[src/rtl/multicycle_ctrl_pkg.sv]
// Shared encodings for the multicycle controller: FSM states, opcodes,
// and the mux/ALU select codes driven onto the datapath.
package multicycle_ctrl_pkg;

    typedef enum logic [3:0] {
        S_FETCH   = 4'd0,
        S_DECODE  = 4'd1,
        S_MEMADR  = 4'd2,
        S_MEMRD   = 4'd3,
        S_MEMWB   = 4'd4,
        S_MEMWR   = 4'd5,
        S_EXECUTE = 4'd6,
        S_ALUWB   = 4'd7,
        S_BRANCH  = 4'd8,
        S_ADDIEX  = 4'd9,
        S_ADDIWB  = 4'd10,
        S_JUMP    = 4'd11
    } state_t;

    localparam logic [5:0] OP_RTYPE = 6'b000000;
    localparam logic [5:0] OP_LW    = 6'b100011;
    localparam logic [5:0] OP_SW    = 6'b101011;
    localparam logic [5:0] OP_BEQ   = 6'b000100;
    localparam logic [5:0] OP_ADDI  = 6'b001000;
    localparam logic [5:0] OP_J     = 6'b000010;

    localparam logic [1:0] ALUSRCB_REGB  = 2'b00;
    localparam logic [1:0] ALUSRCB_FOUR  = 2'b01;
    localparam logic [1:0] ALUSRCB_IMM   = 2'b10;
    localparam logic [1:0] ALUSRCB_SHIMM = 2'b11;

    localparam logic [1:0] ALUOP_ADD   = 2'b00;
    localparam logic [1:0] ALUOP_SUB   = 2'b01;
    localparam logic [1:0] ALUOP_FUNCT = 2'b10;

    localparam logic [1:0] PCSRC_ALU    = 2'b00;
    localparam logic [1:0] PCSRC_ALUOUT = 2'b01;
    localparam logic [1:0] PCSRC_JUMP   = 2'b10;

endpackage

[src/rtl/multicycle_ctrl_if.sv]
// Bundle between the state register and the control decoder.
// The master side supplies the (reset-qualified) state and the two status
// flags; the slave side returns every datapath control for that state.
// There is no valid/ready handshake: all signals are level, same-cycle.
interface multicycle_ctrl_if;
    logic [3:0] state;
    logic       mem_ready;
    logic       zero;
    logic       iord;
    logic       memwrite;
    logic       irwrite;
    logic       regdst;
    logic       memtoreg;
    logic       regwrite;
    logic       alusrca;
    logic [1:0] alusrcb;
    logic [1:0] aluop;
    logic [1:0] pcsrc;
    logic       pcen;

    modport master (
        output state, mem_ready, zero,
        input  iord, memwrite, irwrite, regdst, memtoreg, regwrite,
               alusrca, alusrcb, aluop, pcsrc, pcen
    );

    modport slave (
        input  state, mem_ready, zero,
        output iord, memwrite, irwrite, regdst, memtoreg, regwrite,
               alusrca, alusrcb, aluop, pcsrc, pcen
    );
endinterface

[src/rtl/mc_outdec.sv]
// Combinational state-to-controls decoder. Every control is a function of
// state alone, except the FETCH enables (gated by mem_ready so a stalled
// fetch loads IR/PC exactly once) and pcen (branch taken on zero).
module mc_outdec
    import multicycle_ctrl_pkg::*;
(
    multicycle_ctrl_if.slave bus
);

    logic pcwrite;
    logic branch;

    // Decode the current state into datapath controls; all default to 0.
    always_comb begin
        bus.iord     = 1'b0;
        bus.memwrite = 1'b0;
        bus.irwrite  = 1'b0;
        bus.regdst   = 1'b0;
        bus.memtoreg = 1'b0;
        bus.regwrite = 1'b0;
        bus.alusrca  = 1'b0;
        bus.alusrcb  = ALUSRCB_REGB;
        bus.aluop    = ALUOP_ADD;
        bus.pcsrc    = PCSRC_ALU;
        pcwrite      = 1'b0;
        branch       = 1'b0;
        case (bus.state)
            S_FETCH: begin
                bus.alusrcb = ALUSRCB_FOUR;
                bus.irwrite = bus.mem_ready;
                pcwrite     = bus.mem_ready;
            end
            S_DECODE: begin
                bus.alusrcb = ALUSRCB_SHIMM;
            end
            S_MEMADR, S_ADDIEX: begin
                bus.alusrca = 1'b1;
                bus.alusrcb = ALUSRCB_IMM;
            end
            S_MEMRD: begin
                bus.iord = 1'b1;
            end
            S_MEMWB: begin
                bus.memtoreg = 1'b1;
                bus.regwrite = 1'b1;
            end
            S_MEMWR: begin
                // Held through stall cycles until memory accepts the write.
                bus.iord     = 1'b1;
                bus.memwrite = 1'b1;
            end
            S_EXECUTE: begin
                bus.alusrca = 1'b1;
                bus.aluop   = ALUOP_FUNCT;
            end
            S_ALUWB: begin
                bus.regdst   = 1'b1;
                bus.regwrite = 1'b1;
            end
            S_BRANCH: begin
                bus.alusrca = 1'b1;
                bus.aluop   = ALUOP_SUB;
                bus.pcsrc   = PCSRC_ALUOUT;
                branch      = 1'b1;
            end
            S_ADDIWB: begin
                bus.regwrite = 1'b1;
            end
            S_JUMP: begin
                bus.pcsrc = PCSRC_JUMP;
                pcwrite   = 1'b1;
            end
            default: begin
                bus.alusrcb = ALUSRCB_REGB;
            end
        endcase
        bus.pcen = pcwrite | (branch & bus.zero);
    end

endmodule

[src/rtl/multicycle_ctrl.sv]
// Multicycle processor main controller: state register and next-state
// logic live here; control outputs come from the mc_outdec decoder.
// While reset is high the decoder sees FETCH with mem_ready forced low, so
// only alusrcb=01 is visible and no enable can fire.
module multicycle_ctrl
    import multicycle_ctrl_pkg::*;
(
    input  logic       clk,
    input  logic       reset,
    input  logic [5:0] op,
    input  logic       zero,
    input  logic       mem_ready,
    output logic       iord,
    output logic       memwrite,
    output logic       irwrite,
    output logic       regdst,
    output logic       memtoreg,
    output logic       regwrite,
    output logic       alusrca,
    output logic [1:0] alusrcb,
    output logic [1:0] aluop,
    output logic [1:0] pcsrc,
    output logic       pcen,
    output logic       illegal,
    output logic [3:0] state
);

    state_t state_q;
    state_t state_d;
    logic   illegal_d;

    multicycle_ctrl_if bus ();

    // State register; reset overrides any pending transition, stalls included.
    always_ff @(posedge clk) begin
        if (reset) begin
            state_q <= S_FETCH;
        end else begin
            state_q <= state_d;
        end
    end

    // Next-state logic; op is only looked at in DECODE and MEMADR.
    always_comb begin
        state_d   = state_q;
        illegal_d = 1'b0;
        case (state_q)
            S_FETCH: begin
                if (mem_ready) state_d = S_DECODE;
            end
            S_DECODE: begin
                case (op)
                    OP_LW, OP_SW: state_d = S_MEMADR;
                    OP_RTYPE:     state_d = S_EXECUTE;
                    OP_BEQ:       state_d = S_BRANCH;
                    OP_ADDI:      state_d = S_ADDIEX;
                    OP_J:         state_d = S_JUMP;
                    default: begin
                        state_d   = S_FETCH;
                        illegal_d = 1'b1;
                    end
                endcase
            end
            S_MEMADR: begin
                if (op == OP_LW)      state_d = S_MEMRD;
                else if (op == OP_SW) state_d = S_MEMWR;
                else                  state_d = S_FETCH;
            end
            S_MEMRD: begin
                if (mem_ready) state_d = S_MEMWB;
            end
            S_MEMWR: begin
                if (mem_ready) state_d = S_FETCH;
            end
            S_EXECUTE: state_d = S_ALUWB;
            S_ADDIEX:  state_d = S_ADDIWB;
            S_MEMWB, S_ALUWB, S_ADDIWB, S_BRANCH, S_JUMP: state_d = S_FETCH;
            default:   state_d = S_FETCH;
        endcase
    end

    // Reset-qualified view of the state handed to the decoder.
    assign bus.state     = reset ? S_FETCH : state_q;
    assign bus.mem_ready = mem_ready & ~reset;
    assign bus.zero      = zero & ~reset;

    mc_outdec u_outdec (
        .bus (bus.slave)
    );

    assign iord     = bus.iord;
    assign memwrite = bus.memwrite;
    assign irwrite  = bus.irwrite;
    assign regdst   = bus.regdst;
    assign memtoreg = bus.memtoreg;
    assign regwrite = bus.regwrite;
    assign alusrca  = bus.alusrca;
    assign alusrcb  = bus.alusrcb;
    assign aluop    = bus.aluop;
    assign pcsrc    = bus.pcsrc;
    assign pcen     = bus.pcen;
    assign illegal  = illegal_d & ~reset;
    assign state    = bus.state;

endmodule

[config.mk]
export PLATFORM = sky130hd
export DESIGN_NAME = multicycle_ctrl
export DESIGN_NICKNAME = d
export VERILOG_FILES = /design/src/rtl/multicycle_ctrl_pkg.sv /design/src/rtl/multicycle_ctrl_if.sv /design/src/rtl/mc_outdec.sv /design/src/rtl/multicycle_ctrl.sv
export SDC_FILE = /design/constraint.sdc
export NUM_CORES = 1
export LEC_CHECK = 0
export ABC_AREA = 1
export CAP_MARGIN = 25
export CORE_MARGIN = 1.5
export CORE_UTILIZATION = 25
export CTS_BUF_LIST = sky130_fd_sc_hd__clkbuf_8
export DETAILED_ROUTE_END_ITERATION = 16
export GPL_TIMING_DRIVEN = 0
export SETUP_SLACK_MARGIN = 0.1
export SKIP_CTS_REPAIR_TIMING = 1
export SLEW_MARGIN = 20
export SYNTH_ARGS = -nofsm -noshare
export SYNTH_HDL_FRONTEND = slang
export SYNTH_SLANG_ARGS = --single-unit
[constraint.sdc]
create_clock -name clk -period 1.44 [get_ports clk]
set_input_delay 0.216 -clock clk [delete_from_list [all_inputs] [get_ports clk]]
set_output_delay 0.216 -clock clk [all_outputs]
set_load 0.01 [all_outputs]
==> reports/qor.txt <==
Final Setup Violations: 7
Final HPWL DP: 1397 µm
Syn Nets: 119
DRC: 0
Area grow syn2layout: 109.4%
Largest reg by FF count: state_q
Status: finished, violations left
Fin. max-slew vios: 0
DR vias: 847
Clk buf depth: 2
Synth Instances: 109
Tot GR Track Use: 14.35%
Wirelength per Cell: 12.70 µm
CTS root buf: clkbuf_8
RSZ-0062 raised after global routing: true
Hold EP: state_q[3]
Row cnt: 16
Worst Tran Pin Value: 0.3503 ns
Worst-path clk slew: 0.03 ns
Arr. time, crit path: 1.40 ns
CTS tree: built
Hold depth: 2
Clock sink total: 4
Area leader, netlist: nand2_1
Largest register FFs: 4
Drt pass-1 iters: 4
Sequential area share after synthesis: 14.32%
Detail Route Antenna Nets: 0
Final RePlAce weighted congestion: 0.7708
Synthesized area: 559.3 µm²
Main synth FF type: dfxtp_1
First-pass GRT wire length: 2898 µm
CP Max Fanout: 5
Req. time, crit path: 1.22 ns
Post-Route WL: 2273 µm
Core ar.: 2042 µm²
Clock Skew: 0.003987 ns
Count of synthesis-stage warnings from yosys: 0
Pin count of the biggest net entering global routing: 8
Area occupied by multi-input gates: 543.0 µm²
Distinct cells, synth: 18
Fillers: 184
Post-synth EDFFs: 0
Gr ovfl total: 0
Syn avg cell area: 5.131 µm²
Final Hold Viols: 0
Final non-filler cell area: 1171 µm²
Post-synth top area share: 20.81%
Setup Crit Path Kind: reg -> out
Final period utilization: 112.4%
Number of diodes: 0
R2r setup slk: 0.14 ns
1st-iter DRT viols: 12
Top Registers: state_q (4)
Port Buf Inserts: 28
Failing checks: setup timing
Chip height: 50.30 µm
Via count of the first global-routing pass: 699
Via-per-instance ratio: 4.732
Reg2reg end: state_q[0]
Register bit count reported by yosys: 4
CTS Buf Count: 3
Fraction of registers with async set/reset: 0%
I/O pin count: 29
NumNets Final: 164
Initial core utilization: 27.39%
Highest clock rate: 0.6178 GHz
Hold Startpoint: reset
CP startpoint kind: register
HP Class: in -> reg
Max-slew headroom: 76.61%
Initial antenna violation count: 0
Placed inst area: 883.3 µm²
Reg2reg start: state_q[2]
Max cap viols: 0
Final Total Pwr: 0.6153 mW
Setup crit end kind: output port
Fin crit period: 1.619 ns
H-tree depth: 1
VDD IR-drop max: 0.0006071 V
Seq. cell area: 95.09 µm²
Synth area leaders: nand2_1 21%, nor2_1 15%, dfxtp_1 14%, nand3_1 11%, inv_1 10%
PwrDens: 525.4 nW/µm²
Fraction of layout cells with a size suffix above 1: 46.71%
Die W: 50.30 µm
Leak pwr: 0.7092 nW
Clk_lat worst skew: 0.22 ns
Setup WS post-layout: -0.1785 ns
Total Die Area: 2530 µm²
Worst R2R Path Depth: 9
synth_stat cells, types with 2 or more instances:
cell	n
nand2_1	31
nor2_1	23
inv_1	15
nand3_1	12
o21ai_0	5
dfxtp_1	4
inv_2	3
nor2_2	3
nand2_2	2
nand3_2	2
nor2_4	2
cells by family (layout without fill, tap and decap cells):
family          Yosys count  in the layout  synth area share, %
flops                     4              4                14.32
compound gates            8              8                8.053
buf+inv                  18             61                12.08
simple gates             79             79                65.55
per-stage QoR:
| stage | utilization [%] | worst slack [ns] | hold WS, ns | std cells | setup TNS [ns] |
|---|---|---|---|---|---|
| 2_1_floorplan | - | 0.07383 | 0.2851 | 109 | 0 |
| 3_3_place_gp | 43.26 | -0.7217 | 0.5376 | 164 | -9.976 |
| 3_5_place_dp | 43.26 | -0.7352 | 0.5471 | 164 | -10.20 |
| 4_1_cts | 45.28 | -0.7322 | 0.5611 | 167 | -9.891 |
| 5_1_grt | 57.35 | -0.2371 | 0.4214 | 179 | -1.178 |
| 6_report | 57.35 | -0.1785 | 0.4150 | 179 | -0.7295 |
cells in the final DEF, fill, tap and decap left out, types with 2 or more instances in the layout:
master,n
inv_4,3
nor2_2,5
dfxtp_4,4
nand2_4,2
clkbuf_8,3
inv_2,4
buf_6,8
nor2_4,10
nor2_1,13
inv_6,2
nand2_1,27
nand3_1,8
nand3_4,3
dlymetal6s2s_1,12
nand3_2,3
buf_2,7
clkdlybuf4s50_1,2
nand2_2,4
inv_1,9
clkbuf_2,2
o21ai_0,3
buf_4,9
metal layers:
layer / vias to the layer above / track usage (%) / wire length (µm) / part of all wire, %
met4: 0 / 4.054 / 63 / 2.8
met2: 16 / 23.46 / 1226 / 54
met5: - / 0 / 0 / 0
met1: 395 / 19.13 / 915 / 40
met3: 7 / 2.679 / 67 / 2.9
li1: 429 / - / - / -
report_power, final:
part	internal, mW	leakage (nW)	switching (mW)
Sequential	0.114	0.0355	0.00659
Clock	0.178	0.0216	0.0612
Combinational	0.112	0.652	0.142
Total	0.405	0.709	0.210
worst max-delay path, cell delays in order (launching register included):
cell and delay [ns]:
dfxtp_4 0.37, nor2_4 0.15, inv_4 0.07, nor2_4 0.13, nand2_2 0.08, nor4_2 0.21
buf_2 0.17
worst max path at each step:
stage / from / endpoint / cells past startpoint
global placement: reset / regwrite / 7
finish: state_q[2] / illegal / 6
global route: state_q[2] / illegal / 6
CTS: reset / regwrite / 7
detailed placement: reset / regwrite / 7
floorplan: state_q[2] / regwrite / 6
layout make-up:
cell class / instances / area share (%)
well taps: 27 / 2.885
repair buffers: 40 / 31.84
clock buffers: 3 / 3.526
inverters: 18 / 7.265
flip-flops and latches: 4 / 8.120
multi-input cells: 87 / 46.37
Note: power is estimated with default switching activity, not from simulation.
